### src/rtl/ulpi_reg_ctrl_if.sv
// Register-access request/response bundle between the link's register and
// config logic (master) and the ULPI bus controller (slave). The RX CMD
// forwarding outputs travel back on the same bundle.
interface ulpi_reg_ctrl_if;
  logic       req_valid;
  logic       req_ready;
  logic       req_write;
  logic [7:0] req_addr;
  logic [7:0] req_wdata;
  logic       rsp_valid;
  logic [7:0] rsp_rdata;
  logic       rsp_err;
  logic       rx_cmd_valid;
  logic [7:0] rx_cmd;

  modport master (
    output req_valid, req_write, req_addr, req_wdata,
    input  req_ready, rsp_valid, rsp_rdata, rsp_err, rx_cmd_valid, rx_cmd
  );

  modport slave (
    input  req_valid, req_write, req_addr, req_wdata,
    output req_ready, rsp_valid, rsp_rdata, rsp_err, rx_cmd_valid, rx_cmd
  );
endinterface

### src/rtl/ulpi_reg_ctrl.sv
// Link-side ULPI register-access controller.
//
// It arbitrates the 8-bit ULPI data bus between one register requester and
// the PHY. It sequences write and read TXCMDs, respects turnaround cycles,
// retries attempts the PHY aborts, and forwards RX CMD bytes.
//
// Build option: define ULPI_EXT_REG_EN to enable extended register
// addressing. With it, addresses >= 0x2F send TXCMD 0xAF/0xEF followed by
// the full address byte. Without it, only addr[5:0] is used.
module ulpi_reg_ctrl #(
  parameter int MAX_RETRY = 4
) (
  input  logic                  ulpi_clk,
  input  logic                  ulpi_reset_n,
  ulpi_reg_ctrl_if.slave        req_if,
  input  logic [7:0]            ulpi_data_in,
  output logic [7:0]            ulpi_data_out,
  output logic                  ulpi_data_oe,
  input  logic                  ulpi_dir,
  input  logic                  ulpi_nxt,
  output logic                  ulpi_stp
);

  localparam int RW = $clog2(MAX_RETRY + 1);

`ifdef ULPI_EXT_REG_EN
  localparam int AW = 8;
`else
  localparam int AW = 6;
`endif

  typedef enum logic [2:0] {
    S_IDLE,
    S_CMD,
`ifdef ULPI_EXT_REG_EN
    S_EXT_ADDR,
`endif
    S_WR_DATA,
    S_WR_STP,
    S_RD_TURN,
    S_RD_DATA,
    S_WAIT_BUS
  } state_t;

  state_t          state_q, state_d, data_state;
  logic            dir_q;
  logic            wr_q;
  logic [AW-1:0]   addr_q;
  logic [7:0]      wdata_q;
  logic [RW-1:0]   retry_q, retry_d;
  logic            pend_q, pend_d;

  logic [7:0]      data_q, data_d;
  logic            stp_q;
  logic            rsp_valid_q, rsp_valid_d;
  logic [7:0]      rsp_rdata_q, rsp_rdata_d;
  logic            rsp_err_q, rsp_err_d;
  logic            rx_cmd_valid_q;
  logic [7:0]      rx_cmd_q;

  logic            accept;
  logic            bus_own;
  logic            dir_rise;
  logic            abort;
  logic            is_ext;
  logic            cur_write;
  logic [AW-1:0]   cur_addr;
  logic [7:0]      cur_wdata;

  assign accept    = req_if.req_valid & (state_q == S_IDLE);
  assign bus_own   = ~ulpi_dir & ~dir_q;
  assign dir_rise  = ulpi_dir & ~dir_q;

  // While a request is being accepted the latched copy is not loaded yet,
  // so the first TXCMD is built straight from the request inputs.
  assign cur_write = accept ? req_if.req_write : wr_q;
  assign cur_addr  = accept ? req_if.req_addr[AW-1:0] : addr_q;
  assign cur_wdata = accept ? req_if.req_wdata : wdata_q;

`ifdef ULPI_EXT_REG_EN
  assign is_ext    = (cur_addr >= 8'h2F);
`else
  assign is_ext    = 1'b0;
  // addr[7:6] carry no meaning in immediate-only builds.
  logic unused_addr_hi;
  assign unused_addr_hi = &{1'b0, req_if.req_addr[7:6]};
`endif

  // The PHY may take the bus in CMD/EXT_ADDR before it takes the command,
  // or at any time during WR_DATA. Either case kills the attempt.
  always_comb begin
    abort = 1'b0;
    if (dir_rise) begin
      unique case (state_q)
        S_CMD:     abort = ~ulpi_nxt;
`ifdef ULPI_EXT_REG_EN
        S_EXT_ADDR: abort = ~ulpi_nxt;
`endif
        S_WR_DATA: abort = 1'b1;
        default:   abort = 1'b0;
      endcase
    end
  end

  assign data_state = cur_write ? S_WR_DATA : S_RD_TURN;

  // Next-state, retry bookkeeping and completion response.
  always_comb begin
    // NOTE: every signal assigned here gets a default first. A path that
    // skips an assignment would otherwise infer a latch.
    state_d     = state_q;
    retry_d     = retry_q;
    pend_d      = pend_q;
    rsp_valid_d = 1'b0;
    rsp_err_d   = rsp_err_q;
    rsp_rdata_d = rsp_rdata_q;

    if (abort) begin
      state_d = S_WAIT_BUS;
      retry_d = retry_q + RW'(1);
    end else begin
      unique case (state_q)
        S_IDLE: begin
          if (accept) begin
            state_d = S_CMD;
            retry_d = '0;
            pend_d  = 1'b1;
          end
        end
        S_CMD: begin
          // A PHY already holding the bus (no rising edge) just stalls us.
          if (bus_own && ulpi_nxt) begin
`ifdef ULPI_EXT_REG_EN
            state_d = is_ext ? S_EXT_ADDR : data_state;
`else
            state_d = data_state;
`endif
          end
        end
`ifdef ULPI_EXT_REG_EN
        S_EXT_ADDR: begin
          if (bus_own && ulpi_nxt) state_d = data_state;
        end
`endif
        S_WR_DATA: begin
          if (bus_own && ulpi_nxt) state_d = S_WR_STP;
        end
        S_WR_STP: begin
          state_d     = S_IDLE;
          pend_d      = 1'b0;
          rsp_valid_d = 1'b1;
          rsp_err_d   = 1'b0;
          rsp_rdata_d = 8'h00;
        end
        S_RD_TURN: begin
          if (ulpi_dir) state_d = S_RD_DATA;
        end
        S_RD_DATA: begin
          state_d     = S_WAIT_BUS;
          pend_d      = 1'b0;
          rsp_valid_d = 1'b1;
          rsp_err_d   = 1'b0;
          rsp_rdata_d = ulpi_data_in;
        end
        S_WAIT_BUS: begin
          if (bus_own) begin
            if (!pend_q) begin
              state_d = S_IDLE;
            end else if (retry_q >= RW'(MAX_RETRY)) begin
              state_d     = S_IDLE;
              pend_d      = 1'b0;
              rsp_valid_d = 1'b1;
              rsp_err_d   = 1'b1;
              rsp_rdata_d = 8'h00;
            end else begin
              state_d = S_CMD;
            end
          end
        end
        default: state_d = S_IDLE;
      endcase
    end
  end

  // Link drive value for the cycle the next state will occupy.
  always_comb begin
    data_d = 8'h00;
    unique case (state_d)
      S_CMD:      data_d = {1'b1, ~cur_write, is_ext ? 6'h2F : cur_addr[5:0]};
`ifdef ULPI_EXT_REG_EN
      S_EXT_ADDR: data_d = cur_addr;
`endif
      S_WR_DATA:  data_d = cur_wdata;
      default:    data_d = 8'h00;
    endcase
  end

  // FSM state, bus direction history and latched request.
  always_ff @(posedge ulpi_clk or negedge ulpi_reset_n) begin
    if (!ulpi_reset_n) begin
      state_q <= S_IDLE;
      dir_q   <= 1'b0;
      wr_q    <= 1'b0;
      addr_q  <= '0;
      wdata_q <= 8'h00;
      retry_q <= '0;
      pend_q  <= 1'b0;
    end else begin
      // NOTE: state uses non-blocking assignments, so every flop samples
      // pre-edge values regardless of statement order.
      state_q <= state_d;
      dir_q   <= ulpi_dir;
      retry_q <= retry_d;
      pend_q  <= pend_d;
      if (accept) begin
        wr_q    <= req_if.req_write;
        addr_q  <= req_if.req_addr[AW-1:0];
        wdata_q <= req_if.req_wdata;
      end
    end
  end

  // Registered pin drive, response and RX CMD outputs.
  always_ff @(posedge ulpi_clk or negedge ulpi_reset_n) begin
    if (!ulpi_reset_n) begin
      data_q         <= 8'h00;
      stp_q          <= 1'b0;
      rsp_valid_q    <= 1'b0;
      rsp_rdata_q    <= 8'h00;
      rsp_err_q      <= 1'b0;
      rx_cmd_valid_q <= 1'b0;
      rx_cmd_q       <= 8'h00;
    end else begin
      data_q         <= data_d;
      stp_q          <= (state_d == S_WR_STP);
      rsp_valid_q    <= rsp_valid_d;
      rsp_rdata_q    <= rsp_rdata_d;
      rsp_err_q      <= rsp_err_d;
      // Bus held by PHY past turnaround, no nxt: a status byte, unless it
      // is the read data we are capturing.
      rx_cmd_valid_q <= ulpi_dir & dir_q & ~ulpi_nxt & (state_q != S_RD_DATA);
      if (ulpi_dir && dir_q && !ulpi_nxt && (state_q != S_RD_DATA)) begin
        rx_cmd_q <= ulpi_data_in;
      end
    end
  end

  assign ulpi_data_oe        = ~ulpi_dir & ~dir_q;
  assign ulpi_data_out       = data_q;
  assign ulpi_stp            = stp_q;
  assign req_if.req_ready    = (state_q == S_IDLE);
  assign req_if.rsp_valid    = rsp_valid_q;
  assign req_if.rsp_rdata    = rsp_rdata_q;
  assign req_if.rsp_err      = rsp_err_q;
  assign req_if.rx_cmd_valid = rx_cmd_valid_q;
  assign req_if.rx_cmd       = rx_cmd_q;

endmodule

### src/flat_wrapper.sv
// flat-port wrapper written by rule: the top's interface ports become plain ports
module ulpi_reg_ctrl_flat 
#(
  parameter int MAX_RETRY = 4
)
  (ulpi_clk, ulpi_reset_n, ulpi_data_in, ulpi_data_out, ulpi_data_oe, ulpi_dir, ulpi_nxt, ulpi_stp, req_if_req_valid, req_if_req_write, req_if_req_addr, req_if_req_wdata, req_if_req_ready, req_if_rsp_valid, req_if_rsp_rdata, req_if_rsp_err, req_if_rx_cmd_valid, req_if_rx_cmd);
  ulpi_reg_ctrl_if req_if_i ();
  input  logic ulpi_clk;
  input  logic ulpi_reset_n;
  input  logic [7:0] ulpi_data_in;
  output logic [7:0] ulpi_data_out;
  output logic ulpi_data_oe;
  input  logic ulpi_dir;
  input  logic ulpi_nxt;
  output logic ulpi_stp;
  input wire logic [$bits(req_if_i.req_valid)-1:0] req_if_req_valid;
  input wire logic [$bits(req_if_i.req_write)-1:0] req_if_req_write;
  input wire logic [$bits(req_if_i.req_addr)-1:0] req_if_req_addr;
  input wire logic [$bits(req_if_i.req_wdata)-1:0] req_if_req_wdata;
  output wire logic [$bits(req_if_i.req_ready)-1:0] req_if_req_ready;
  output wire logic [$bits(req_if_i.rsp_valid)-1:0] req_if_rsp_valid;
  output wire logic [$bits(req_if_i.rsp_rdata)-1:0] req_if_rsp_rdata;
  output wire logic [$bits(req_if_i.rsp_err)-1:0] req_if_rsp_err;
  output wire logic [$bits(req_if_i.rx_cmd_valid)-1:0] req_if_rx_cmd_valid;
  output wire logic [$bits(req_if_i.rx_cmd)-1:0] req_if_rx_cmd;
  assign req_if_i.req_valid = req_if_req_valid;
  assign req_if_i.req_write = req_if_req_write;
  assign req_if_i.req_addr = req_if_req_addr;
  assign req_if_i.req_wdata = req_if_req_wdata;
  assign req_if_req_ready = req_if_i.req_ready;
  assign req_if_rsp_valid = req_if_i.rsp_valid;
  assign req_if_rsp_rdata = req_if_i.rsp_rdata;
  assign req_if_rsp_err = req_if_i.rsp_err;
  assign req_if_rx_cmd_valid = req_if_i.rx_cmd_valid;
  assign req_if_rx_cmd = req_if_i.rx_cmd;
  ulpi_reg_ctrl #(.MAX_RETRY(MAX_RETRY)) u_core (.ulpi_clk(ulpi_clk), .ulpi_reset_n(ulpi_reset_n), .req_if(req_if_i), .ulpi_data_in(ulpi_data_in), .ulpi_data_out(ulpi_data_out), .ulpi_data_oe(ulpi_data_oe), .ulpi_dir(ulpi_dir), .ulpi_nxt(ulpi_nxt), .ulpi_stp(ulpi_stp));
endmodule
### config.mk
export PLATFORM = sky130hd
export DESIGN_NAME = ulpi_reg_ctrl_flat
export DESIGN_NICKNAME = d
export VERILOG_FILES = /design/src/rtl/ulpi_reg_ctrl_if.sv /design/src/rtl/ulpi_reg_ctrl.sv /design/src/flat_wrapper.sv
export SDC_FILE = /design/constraint.sdc
export NUM_CORES = 1
export LEC_CHECK = 0
export CAP_MARGIN = 25
export CORE_ASPECT_RATIO = 0.7
export CORE_MARGIN = 10
export CORE_UTILIZATION = 40
export CTS_BUF_LIST = sky130_fd_sc_hd__clkbuf_2
export CTS_CLUSTER_DIAMETER = 100
export DETAILED_ROUTE_END_ITERATION = 10
export PLACE_DENSITY = 0.78
export SLEW_MARGIN = 20
export SYNTH_ARGS = -nofsm -noshare
export SYNTH_HDL_FRONTEND = slang
export SYNTH_SLANG_ARGS = --single-unit
export TNS_END_PERCENT = 1
### constraint.sdc
create_clock -name ulpi_clk -period 1.96 [get_ports ulpi_clk]
set_input_delay 0.49 -clock ulpi_clk [delete_from_list [all_inputs] [get_ports ulpi_clk]]
set_output_delay 0.49 -clock ulpi_clk [all_outputs]
set_load 0.005 [all_outputs]
==> metrics.cfg, run 1 <==
[run_status]
status=finished clean

[clocking]
clock_sinks=51
clockRootBuffer=clkbuf_2
clk_latency_ns=0.44
htree_levels=2
cts_tree=built
clockBufferDepth=2
cts_buffers=5
clk_pin_slew_worst_paths_ns=0.24

[routing]
wl_met1_um=2560
drc_errors=0
wire_per_inst_um=17.4
via_per_inst=5.18
wirelength_um=5820
drt-initial-drc-count=97
top_layer_used=met4
routed-via-count=1731
wl_met2_um=2680
met3_length_um=543
ant_nets=0
firstDrtPassIters=4

[yosys]
synth_largest_area_cell=dfrtp_1
ys_seq_elements=51
synth.cell_area_um2=2210
ys_seq_area_frac=0.578
synth-edff-count=0
synth_most_common_cell=dfrtp_1
async_flop_share=1.00
synthCells=180
synth_nets=211
synth.area.top_cells=dfrtp_1, mux2_2, a22o_1
synth_commonest_cells=dfrtp_1, mux2_2, nand2_1
postSynthAreaPerCell_um2=12.3
ys_types=39
synthDominantCellAreaShare=0.578
synth_ff_type=dfrtp_1
yosysWarnings=0

[power_and_ir_drop]
p_leak_nw=1.42
power.density_nw_per_um2=1390
ir_worst_vdd_uv=702

[sta]
layout_setup_ws_ns=0.0872
timing.final.crit_share=0.956
setup_viol_count_final=0
drv_slew=0
rsz0062_at_grt=no
fin_skew_ns=0.00991
tightest_slew_ns=0.513
fmax_mhz=534
fin_crit_ns=1.87
hold_viol_final=0
slew-limit-headroom=0.657

[critical_path]
endpoint_kind=output pin
timing_worst_setup_path_type=flip-flop to output pin
cpLargestDelayFamily=buffers and inverters
arrival_ns=1.38
reg2reg_depth=6
crit_path_start=u_core.req_if.rsp_err
crit_path_end=req_if_rsp_err
cp_slowest_stage_delay_ns=0.52
r2r_end=u_core.retry_q[0]
cp-start-kind=flip-flop
critPathRequiredTime_ns=1.47
crit_buf_inv=1
crit_fanout=3
r2r_slack_ns=0.09
path_cells=clkdlybuf4s50_1
r2r-start=u_core.state_q[1]
crit_slowest_cell=clkdlybuf4s50_1
worstSetupPathDepth=1

[global_routing]
grt_pass1_wl_um=9290
grt_max_degree=34
first_global_vias=1871
antenna_found_initial=0
grt_use_total=0.131
globalRoute.totalOverflow=0

[cells_and_area]
finalNonFillerCells=334
antenna_cells=0
area_growth_pct=43.1
nets=292
layout-drive-gt1-share=0.252

[floorplanning]
initial_core_util=0.418
io_pins=60
fp.dieH_um=82.2
num_rows=22
dieArea_um2=8940
core_um2=5290
die_w_um=109

[worst_hold_path]
hp-class=primary input to flip-flop

[placement]
gp_congestion=0.835
dp_hpwl_um=4070
io_buffers=57
place_inst=322
place_ws_ns=-0.485

[flow_run]
drv_cap=0

==> registers in the layout (all words and copies together) (netlist names), 3 cells and up <==
register,count
u_core.req_if.rx_cmd,8
u_core.wdata_q,8
u_core.addr_q,6
u_core.req_if.rsp_rdata,8
u_core.retry_q,3
u_core.ulpi_data_out,8
u_core.state_q,3
==> cell families after synthesis <==
group | Yosys count | share of synthesized area
xor gates and xnor gates | 1 | 0.00396
and+or+nand+nor | 48 | 0.123
AOI/OAI and AO/OA | 36 | 0.111
DFF | 51 | 0.578
buffers and inverters | 13 | 0.0294
adders and majority gates | 1 | 0.00566
muxes | 30 | 0.149
==> worst min path at each step <==
stage,startpoint,cells past startpoint,slack (ns),to
after floorplan,ulpi_reset_n,0,0.19,u_core.addr_q[0]
after global placement,ulpi_reset_n,1,0.45,u_core.req_if.rx_cmd[5]
after detailed placement,ulpi_reset_n,1,0.46,u_core.req_if.rx_cmd[5]
after CTS,ulpi_dir,1,0.38,u_core.dir_q
after global routing,ulpi_dir,1,0.37,u_core.dir_q
final,ulpi_dir,1,0.41,u_core.dir_q
==> per-stage QoR <==
stage / util / hold slack (ns) / area [um^2] / setup TNS, ns / total power, mW
final: 0.598 / 0.406 / 3160 / 0 / 4.41
after global routing: 0.598 / 0.366 / 3160 / 0 / 4.69
after CTS: 0.596 / 0.377 / 3150 / 0 / 4.41
after detailed placement: 0.570 / 0.460 / 3010 / -9.87 / 3.66
after global placement: 0.570 / 0.453 / 3010 / -7.68 / 3.59
after floorplan: - / 0.194 / 2210 / 0 / 2.69
==> cell usage in the layout, fill, tap and decap left out, types with 4 or more instances in the layout <==
master           instances
dfrtp_1                 47
buf_4                   21
mux2_2                  23
clkdlybuf4s50_1         51
o21ai_0                  9
mux2i_1                  7
nand4_1                  8
a22o_1                   9
nand2_1                 14
dfrtp_2                  4
clkbuf_2                 6
inv_1                    5
==> report_power, final <==
group / internal [mW] / switching (mW) / total [mW]
Combinational: 1.13 / 0.978 / 2.10
Sequential: 1.44 / 0.176 / 1.62
Clock: 0.348 / 0.332 / 0.680
==> layer usage <==
layer | vias to the layer above | GRT usage
met5 | - | 0
met4 | 0 | 0.0249
met3 | 5 | 0.0565
met2 | 71 | 0.198
met1 | 836 | 0.172
li1 | 819 | -
==> cell type report <==
type,count,area [um^2]
Inverter,5,18.8
Timing Repair Buffer,82,795
Tap cell,72,90.1
Clock buffer,6,30.0
Multi-Input combinational cell,116,887
Clock inverter,2,60.1
Fill cell,435,2120
Sequential cell,51,1280
==> timing repair <==
item / in CTS / in global routing
hold endpoints to repair: 18 / 0
hold buffers: 1 / 0
pin swaps: 1 / 1
gates resized for setup: 9 / 4
setup buffers: 3 / 0
setup endpoints to repair: 6 / 15
Note: power is estimated with default switching activity, not from simulation.
==> inputs of run 2 (changes only) <==
--- a/config.mk
+++ b/config.mk
@@ -6,7 +6,6 @@
 export NUM_CORES = 1
 export LEC_CHECK = 0
 export CAP_MARGIN = 25
-export CORE_ASPECT_RATIO = 0.7
 export CORE_MARGIN = 10
 export CORE_UTILIZATION = 40
 export CTS_BUF_LIST = sky130_fd_sc_hd__clkbuf_2
==> metrics.cfg, run 2 (same netlist as run 1, synthesis figures left out) <==
[run_status]
status=finished clean

[cells_and_area]
nets=299  ; +2.4%
antenna_cells=0  ; unchanged
layout_commonest_cell=clkdlybuf4s50_1
layout-drive-gt1-share=0.257  ; +0.00460
final_cell_mix=clkdlybuf4s50_1, dfrtp_1, buf_4
area_growth_pct=44.1
finalInstanceArea_um2=3180  ; +0.71%
finalNonFillerCells=341  ; +2.1%

[routing]
via_per_inst=5.10  ; -1.7%
drt-initial-drc-count=103  ; +6.2%
drc_errors=0  ; unchanged
wirelength_um=5480  ; -5.7%
ant_nets=0  ; unchanged
wire_per_inst_um=16.1  ; -7.7%
routed-via-count=1738  ; +0.40%
firstDrtPassIters=4  ; unchanged

[placement]
placed_cell_area_um2=3060  ; +1.6%
place_ws_ns=-0.309  ; +0.176 ns
gp_congestion=0.867  ; +3.9%
io_buffers=57  ; unchanged
dp_hpwl_um=4130  ; +1.5%
place_inst=330  ; +2.5%

[global_routing]
first_global_vias=1796  ; -4.0%
globalRoute.totalOverflow=0  ; unchanged
grt_use_total=0.124  ; -0.00726
grt_max_degree=52  ; +53%
antenna_found_initial=0  ; unchanged
grt_pass1_wl_um=8790  ; -5.4%

[power_and_ir_drop]
p_leak_nw=1.42  ; +0.15%
ir_worst_vdd_uv=685  ; -2.5%
power.density_nw_per_um2=1390  ; -0.45%
p_total_mw=4.42  ; +0.25%

[floorplanning]
die_w_um=94.3  ; -13%
num_rows=27  ; +23%
io_pins=60  ; unchanged
core_um2=5440  ; +2.9%
fp.dieH_um=94.3  ; +15%
initial_core_util=0.406  ; -0.0118
dieArea_um2=8900  ; -0.53%

[clocking]
htree_levels=2  ; unchanged
clk_pin_slew_worst_paths_ns=0.25  ; about the same
cts_buffers=5  ; unchanged
cts_tree=built
clockRootBuffer=clkbuf_2
clock_sinks=51  ; unchanged
clk_latency_ns=0.41  ; -0.03 ns
clockBufferDepth=2  ; unchanged

[sta]
fin_crit_ns=1.90  ; +0.0242 ns
timing.final.crit_share=0.968  ; +0.0123
slew-limit-headroom=0.778  ; +0.121
rsz0062_at_grt=no
layout_setup_ws_ns=0.0630  ; -0.0242 ns
tightest_slew_ns=0.328  ; -0.185 ns
drv_slew=0  ; unchanged
hold_viol_final=0  ; unchanged
fmax_mhz=527  ; -1.3%
setup_viol_count_final=0  ; unchanged
whs_ns=0.526  ; +0.120 ns
fin_skew_ns=0.00569  ; -0.00422 ns

[worst_hold_path]
hp-class=primary input to asynchronous set/reset pin

[critical_path]
timing_worst_setup_path_type=flip-flop to flip-flop
arrival_ns=2.25  ; +0.87 ns
crit_fanout=7  ; +4
cp-start-kind=flip-flop
critPathRequiredTime_ns=2.31  ; +0.84 ns
endpoint_kind=flip-flop

[flow_run]
drv_cap=0  ; unchanged

run 2: cell count changes in the layout (fill, tap and decap cells not counted), sizes merged:
cell,previous run,this run
buf,25,32
clkdlybuf4s50,51,54
dlymetal6s2s,2,0
clkbuf,6,5
clkinvlp,0,1
dlygate4sd2,3,2
run 2: layout make-up:
class                           count  area [um^2]
Clock buffer                        5         25.0
Inverter                            5         18.8
Sequential cell                    51         1280
Tap cell                           72         90.1
Clock inverter                      3         67.6
Multi-Input combinational cell    116          873
Fill cell                         439         2250
Timing Repair Buffer               89          831
run 2: metrics by stage:
step,utilization,TNS [ns]
CTS,0.585,0
global placement,0.563,-3.78
global route,0.585,0
finish,0.585,0
floorplan,-,0
detailed placement,0.563,-4.20
run 2: timing repair:
action                     4_1_cts  5_1_grt
hold endpoints to repair        28        0
hold buffers                     1        0
pin swaps                        0        0
gates resized for setup          4        1
setup endpoints to repair        2        6
buffers inserted                 2        0
run 2: power breakdown:
part	total, mW	internal, mW	switching, mW
combinational	2.12	1.18	0.942
clock	0.674	0.342	0.332
sequential	1.62	1.44	0.177
total	4.42	2.97	1.45
run 2: per-layer routing:
layer | vias to the layer above | part of all wire | GRT usage
met3 | 6 | 0.056 | 0.0336
met5 | - | 0 | 0
met1 | 855 | 0.41 | 0.148
li1 | 832 | - | -
met2 | 45 | 0.51 | 0.207
met4 | 0 | 0.014 | 0.0468
run 2: final timing paths:
check,from,end,slack [ns],cells after the start
min,ulpi_reset_n,u_core.req_if.rsp_rdata[2],0.53,3
min in group ulpi_clk,u_core.retry_q[0],u_core.retry_q[0],0.53,1
max,u_core.state_q[1],u_core.retry_q[1],0.06,5
max in group asynchronous,ulpi_reset_n,u_core.state_q[2],1.18,3
max reg2reg,u_core.state_q[1],u_core.retry_q[1],0.06,5
min reg2reg,u_core.retry_q[0],u_core.retry_q[0],0.53,1
run 2: worst max-delay path: stages (launching register included):
cell and delay (ns):
dfrtp_1 0.44, buf_4 0.14, or3b_1 0.36, a2111o_1 0.53, buf_4 0.18, o21ai_0 0.17
==> RTL change 1 (settings of run 1) <==
Encoding of `state_t`: now one-hot (7 bits for 7 states).
--- a/src/rtl/ulpi_reg_ctrl.sv
+++ b/src/rtl/ulpi_reg_ctrl.sv
@@ -31,5 +31,5 @@
 
-  typedef enum logic [2:0] {
-    S_IDLE,
-    S_CMD,
+  typedef enum logic [6:0] {
+    S_IDLE     = 7'b0000001,
+    S_CMD      = 7'b0000010,
 `ifdef ULPI_EXT_REG_EN
@@ -37,7 +37,7 @@
 `endif
-    S_WR_DATA,
-    S_WR_STP,
-    S_RD_TURN,
-    S_RD_DATA,
-    S_WAIT_BUS
+    S_WR_DATA  = 7'b0000100,
+    S_WR_STP   = 7'b0001000,
+    S_RD_TURN  = 7'b0010000,
+    S_RD_DATA  = 7'b0100000,
+    S_WAIT_BUS = 7'b1000000
   } state_t;
Check against the original RTL: no difference found for any inputs over 10 cycles, from zero or initial values and one cycle with ulpi_reset_n low; not proved beyond that.
==> RTL change 1 against run 1 <==
  * The flow now finishes with violations (setup timing)
  * Sequential cell count rose by 4
  * Clock power rose by 3%
  * Total power fell by 6.2%
  * Non-clock buffer count rose by 9
  * Synthesized area rose by 11%
  * Cell area rose by 12%
  * Worst setup slack got worse by 210 ps
  * Clock skew rose by 9.4 ps
  * Combinational power fell by 9.5%
  * Synthesized cell count rose by 3.9%
  * Wire length rose by 5.2%
  * Sequential share of layout area fell by 1.6 points
  * Critical path type unchanged
  * Largest cell class unchanged
  * Largest power group unchanged
==> RTL change 1: results (changes against run 1) <==
stage,metric,value,unit,change
global_route,vias in the first global route,2022,,was 1871
global_route,met3 usage,0.0452,,was 0.0565
sta,Slew HR,0.708,,was 0.657
critical_path,"slowest stage delay, CP",590,ps,was 520 ps
yosys,ranking of synthesized cells by area,"dfrtp_1 (55%), mux2_4 (8.6%), mux2_2 (4.1%)",,"was dfrtp_1 (58%), mux2_2 (12%), a22o_1 (3.6%)"
global_route,Global Route met2 Usage,0.202,,was 0.198
yosys,commonest cells in the netlist,"dfrtp_1 (54), mux2_4 (14), nand2_1 (14), nand3_1 (12), mux2_2 (9)",,"was dfrtp_1 (51), mux2_2 (23), nand2_1 (14), a22o_1 (9), o21ai_0 (9)"
route,DRT iter0 DRCs,174,,was 97
yosys,Synth Area in XOR/XNOR,0.00715,,was 0.00396
yosys,post-synthesis adder-cell area fraction,0.00510,,was 0.00566
route,vias per cell,5.12,,was 5.18
yosys,post-synthesis compound-gate area fraction,0.121,,was 0.111
status,status,finished with violations,,"was complete, no violations"
status,violated checks,setup timing,,
hold_path,Worst Hold Class,in2async,,was in2reg
global_route,gr usage total,0.127,,was 0.131
final_layout,# fillers,470,,was 435
critical_path,reg-to-reg startpoint,u_core.state_q[0]$_DFF_PN1_,,was u_core.state_q[1]$_DFF_PN0_
sta,setup ws final,-121,ps,was 87.2 ps
global_route,first-pass GRT wire length,10200,um,was 9290 um
placed_design,global placement routability congestion,0.871,,was 0.835
critical_path,CP arrival,1590,ps,was 1380 ps
pwr,Leak,1.66,nW,was 1.42 nW
critical_path,crit-path max FO,2,,was 3
placed_design,"worst slack, placed",-235,ps,was -485 ps
sta,clk_skew,19.3,ps,was 9.91 ps
yosys,post-synth net total,218,,was 211
yosys,synth unique cells,40,,was 39
critical_path,crit path max-delay cell type,dfstp_2,,was clkdlybuf4s50_1
critical_path,worst reg2reg setup slack,-90,ps,was 90 ps
final_layout,Final Non-Filler Cells,355,,was 334
yosys,register area share after synthesis,0.562,,was 0.578
sta,Hold WS,450,ps,was 406 ps
sta,Final setup viols,10,,was 0
critical_path,Crit Reg-Reg Endpoint,u_core.ulpi_data_out[6]$_DFF_PN0_,,was u_core.retry_q[0]$_DFFE_PN0P_
sta,setup total negative slack,-738,ps,was 0 ps
critical_path,Top Family by Delay on Critical Path,flip-flops,,was buffers and inverters
route,WL final,6120,um,was 5820 um
pwr,VDD IR-drop max,0.633,mV,was 0.702 mV
final_layout,share of post-route cells with drive strength above 1,0.325,,was 0.252
yosys,syn_area_per_cell,13.1,um2,was 12.3 um2
global_route,largest net degree at the start of global routing,41,,was 34
placed_design,Post-DP Area,3260,um2,was 3010 um2
clocking,Clock transition at path regs,270,ps,was 240 ps
critical_path,worst reg2reg path depth,10,,was 6
[RTL change 1: area by class of cell]
cell class,instances,area share
Clock buffer,5,0.00708
Timing Repair Buffer,91,0.253
Clock inverter,3,0.0191
Sequential cell,55,0.390
Tap cell,75,0.0265
Multi-Input combinational cell,119,0.297
Inverter,7,0.00743
[RTL change 1: worst max path at each step]
stage	from	endpoint	depth (start not counted)	slack, ps
6_report	u_core.state_q[0]$_DFF_PN1_	req_if_req_ready	5	-120
4_1_cts	u_core.state_q[0]$_DFF_PN1_	req_if_req_ready	5	-140
3_3_place_gp	ulpi_dir	u_core.ulpi_data_out[6]$_DFF_PN0_	6	-210
5_1_grt	u_core.state_q[0]$_DFF_PN1_	req_if_req_ready	5	-250
3_5_place_dp	ulpi_nxt	u_core.ulpi_data_out[7]$_DFF_PN0_	6	-240
2_1_floorplan	u_core.state_q[0]$_DFF_PN1_	u_core.req_if.rx_cmd[0]$_DFFE_PN0P_	5	160
[RTL change 1: repair_timing]
action	in CTS	in global routing
gates cloned	1	0
pin swaps	10	2
hold buffers	1	0
endpoints found under the hold margin	15	0
gates resized for setup	21	9
endpoints found under the setup margin	3	25
setup buffers	10	0
[RTL change 1: cell families (layout without fill, tap and decap cells)]
group                      count (synthesis)  after routing
xor gates and xnor gates                   2              2
DFF                                       55             55
and+or+nand+nor                           58             58
buffers and inverters                     13            106
AOI/OAI and AO/OA                         35             35
muxes                                     23             23
adders and majority gates                  1              1
[RTL change 1: stage by stage]
| step | total power [mW] | util |
|---|---|---|
| final | 4.13 | 0.605 |
| after global routing | 4.41 | 0.605 |
| after CTS | 4.11 | 0.602 |
| after detailed placement | 3.18 | 0.558 |
| after global placement | 3.13 | 0.558 |
| after floorplan | 2.55 | - |
[RTL change 1: power by group through the flow]
| stage | Clock, mW | Sequential [mW] | Combinational, mW |
|---|---|---|---|
| 2_1_floorplan | 0 | 1.55 | 0.999 |
| 3_3_place_gp | 0 | 1.55 | 1.58 |
| 3_5_place_dp | 0 | 1.55 | 1.62 |
| 4_1_cts | 0.720 | 1.54 | 1.85 |
| 5_1_grt | 0.768 | 1.57 | 2.07 |
| 6_report | 0.700 | 1.54 | 1.90 |
[RTL change 1: routing by layer]
| metal | vias to the layer above | share of wire | routed length [um] |
|---|---|---|---|
| met5 | - | 0 | 0 |
| met4 | 0 | 0.0051 | 31 |
| met3 | 5 | 0.081 | 498 |
| met2 | 61 | 0.45 | 2730 |
| met1 | 889 | 0.47 | 2860 |
| li1 | 862 | - | - |
==> RTL change 2 (settings of run 1) <==
Made on the original files. `MAX_RETRY` is set to 4 in 2 places; all go to 16.
--- a/src/rtl/ulpi_reg_ctrl.sv
+++ b/src/rtl/ulpi_reg_ctrl.sv
@@ -10,3 +10,3 @@
 module ulpi_reg_ctrl #(
-  parameter int MAX_RETRY = 4
+  parameter int MAX_RETRY = 16
 ) (
--- a/src/flat_wrapper.sv
+++ b/src/flat_wrapper.sv
@@ -3,3 +3,3 @@
 #(
-  parameter int MAX_RETRY = 4
+  parameter int MAX_RETRY = 16
 )
Behaviour: no difference found for any inputs over 4 cycles, from zero or initial values and one cycle with ulpi_reset_n low; that may be too few to reach the edited logic, so the function may still have changed.
==> RTL change 2 against run 1 <==
  * The flow now finishes with violations (setup timing)
  * Sequential cell count up 2
  * Final cell count up 6.6%
  * Critical path depth up 5
  * Die area up 4.7%
  * Wire length up 4.5%
  * Synthesized area rose by 6.1%
  * Worst setup slack worse by 90 ps
  * Hold slack gained 120 ps
  * Total power is 2.6% higher
  * Cell area increased by 7.5%
  * Largest power group unchanged
  * Maximum frequency shrank 4.6%
==> RTL change 2: results (changes against run 1) <==
stage,metric,value,unit,change
final_layout,# fillers,468,,was 435
route,met2 WL post-DR,2620,um,was 2680 um
yosys,synth unique cells,45,,was 39
critical_path,reg-to-reg startpoint,u_core.state_q[2]$_DFF_PN0_,,was u_core.state_q[1]$_DFF_PN0_
route,DRT iter0 DRCs,69,,was 97
clocking,Post-CTS Repair Setup Buffers,4,,was 3
sta,setup ws final,-3.15,ps,was 87.2 ps
hold_path,Worst Hold Class,in2async,,was in2reg
global_route,M1 GR Usage,0.163,,was 0.172
status,status,finished with violations,,"was complete, no violations"
yosys,syn_area_per_cell,12.3,um2,about the same
yosys,Synth Area in XOR/XNOR,0.0112,,was 0.00396
final_layout,fin nets,311,,was 292
global_route,gr usage total,0.124,,was 0.131
yosys,register area share after synthesis,0.566,,was 0.578
status,violated checks,setup timing,,
critical_path,crit path max-delay cell type,a2111oi_1,,was clkdlybuf4s50_1
clocking,Clock transition at path regs,260,ps,was 240 ps
placed_design,Post-DP HPWL,4210,um,was 4070 um
route,Vias,1831,,was 1731
route,Metal-1 WL,2860,um,was 2560 um
yosys,post-synthesis compound-gate area fraction,0.138,,was 0.111
global_route,first-pass GRT wire length,9860,um,was 9290 um
critical_path,Crit. End Element,register,,was output port
sta,Hold WS,526,ps,was 406 ps
pwr,VDD IR-drop max,0.731,mV,was 0.702 mV
route,WL final,6080,um,was 5820 um
placed_design,global placement routability congestion,0.820,,was 0.835
pwr,Leak,1.47,nW,was 1.42 nW
sta,Final setup viols,2,,was 0
critical_path,"slowest stage delay, CP",620,ps,was 520 ps
[RTL change 2: cell count changes in the layout (fill, tap and decap cells not counted), sizes merged, moves of 4 or more]
cell	delta
buf	+8
mux2i	-5
nand3	+7
nand4	-8
o211ai	+9
nand2	-5
o21ai	-4
a21oi	+9
[RTL change 2: where the power goes]
part           total [mW]  switching, mW  internal [mW]  leakage (nW)
logic                2.32           1.09           1.24         0.774
clock network       0.549          0.339          0.211        0.0366
registers            1.65          0.160           1.49         0.659
total                4.52           1.59           2.93          1.47
[RTL change 2: cell type report]
cell class,instances,share of cell area
sequential,53,0.391
multi-input combinational,127,0.310
timing repair buffer,90,0.248
tap,75,0.0276
clock inverter,3,0.0122
clock buffer,5,0.00736
inverter,3,0.00331
[RTL change 2: stage by stage]
step	setup WS (ps)	TNS, ps
floorplan	4.89	0
global placement	-373	-6980
detailed placement	-476	-8720
CTS	-19.5	-19.5
global route	-77.9	-479
finish	-3.15	-4.52
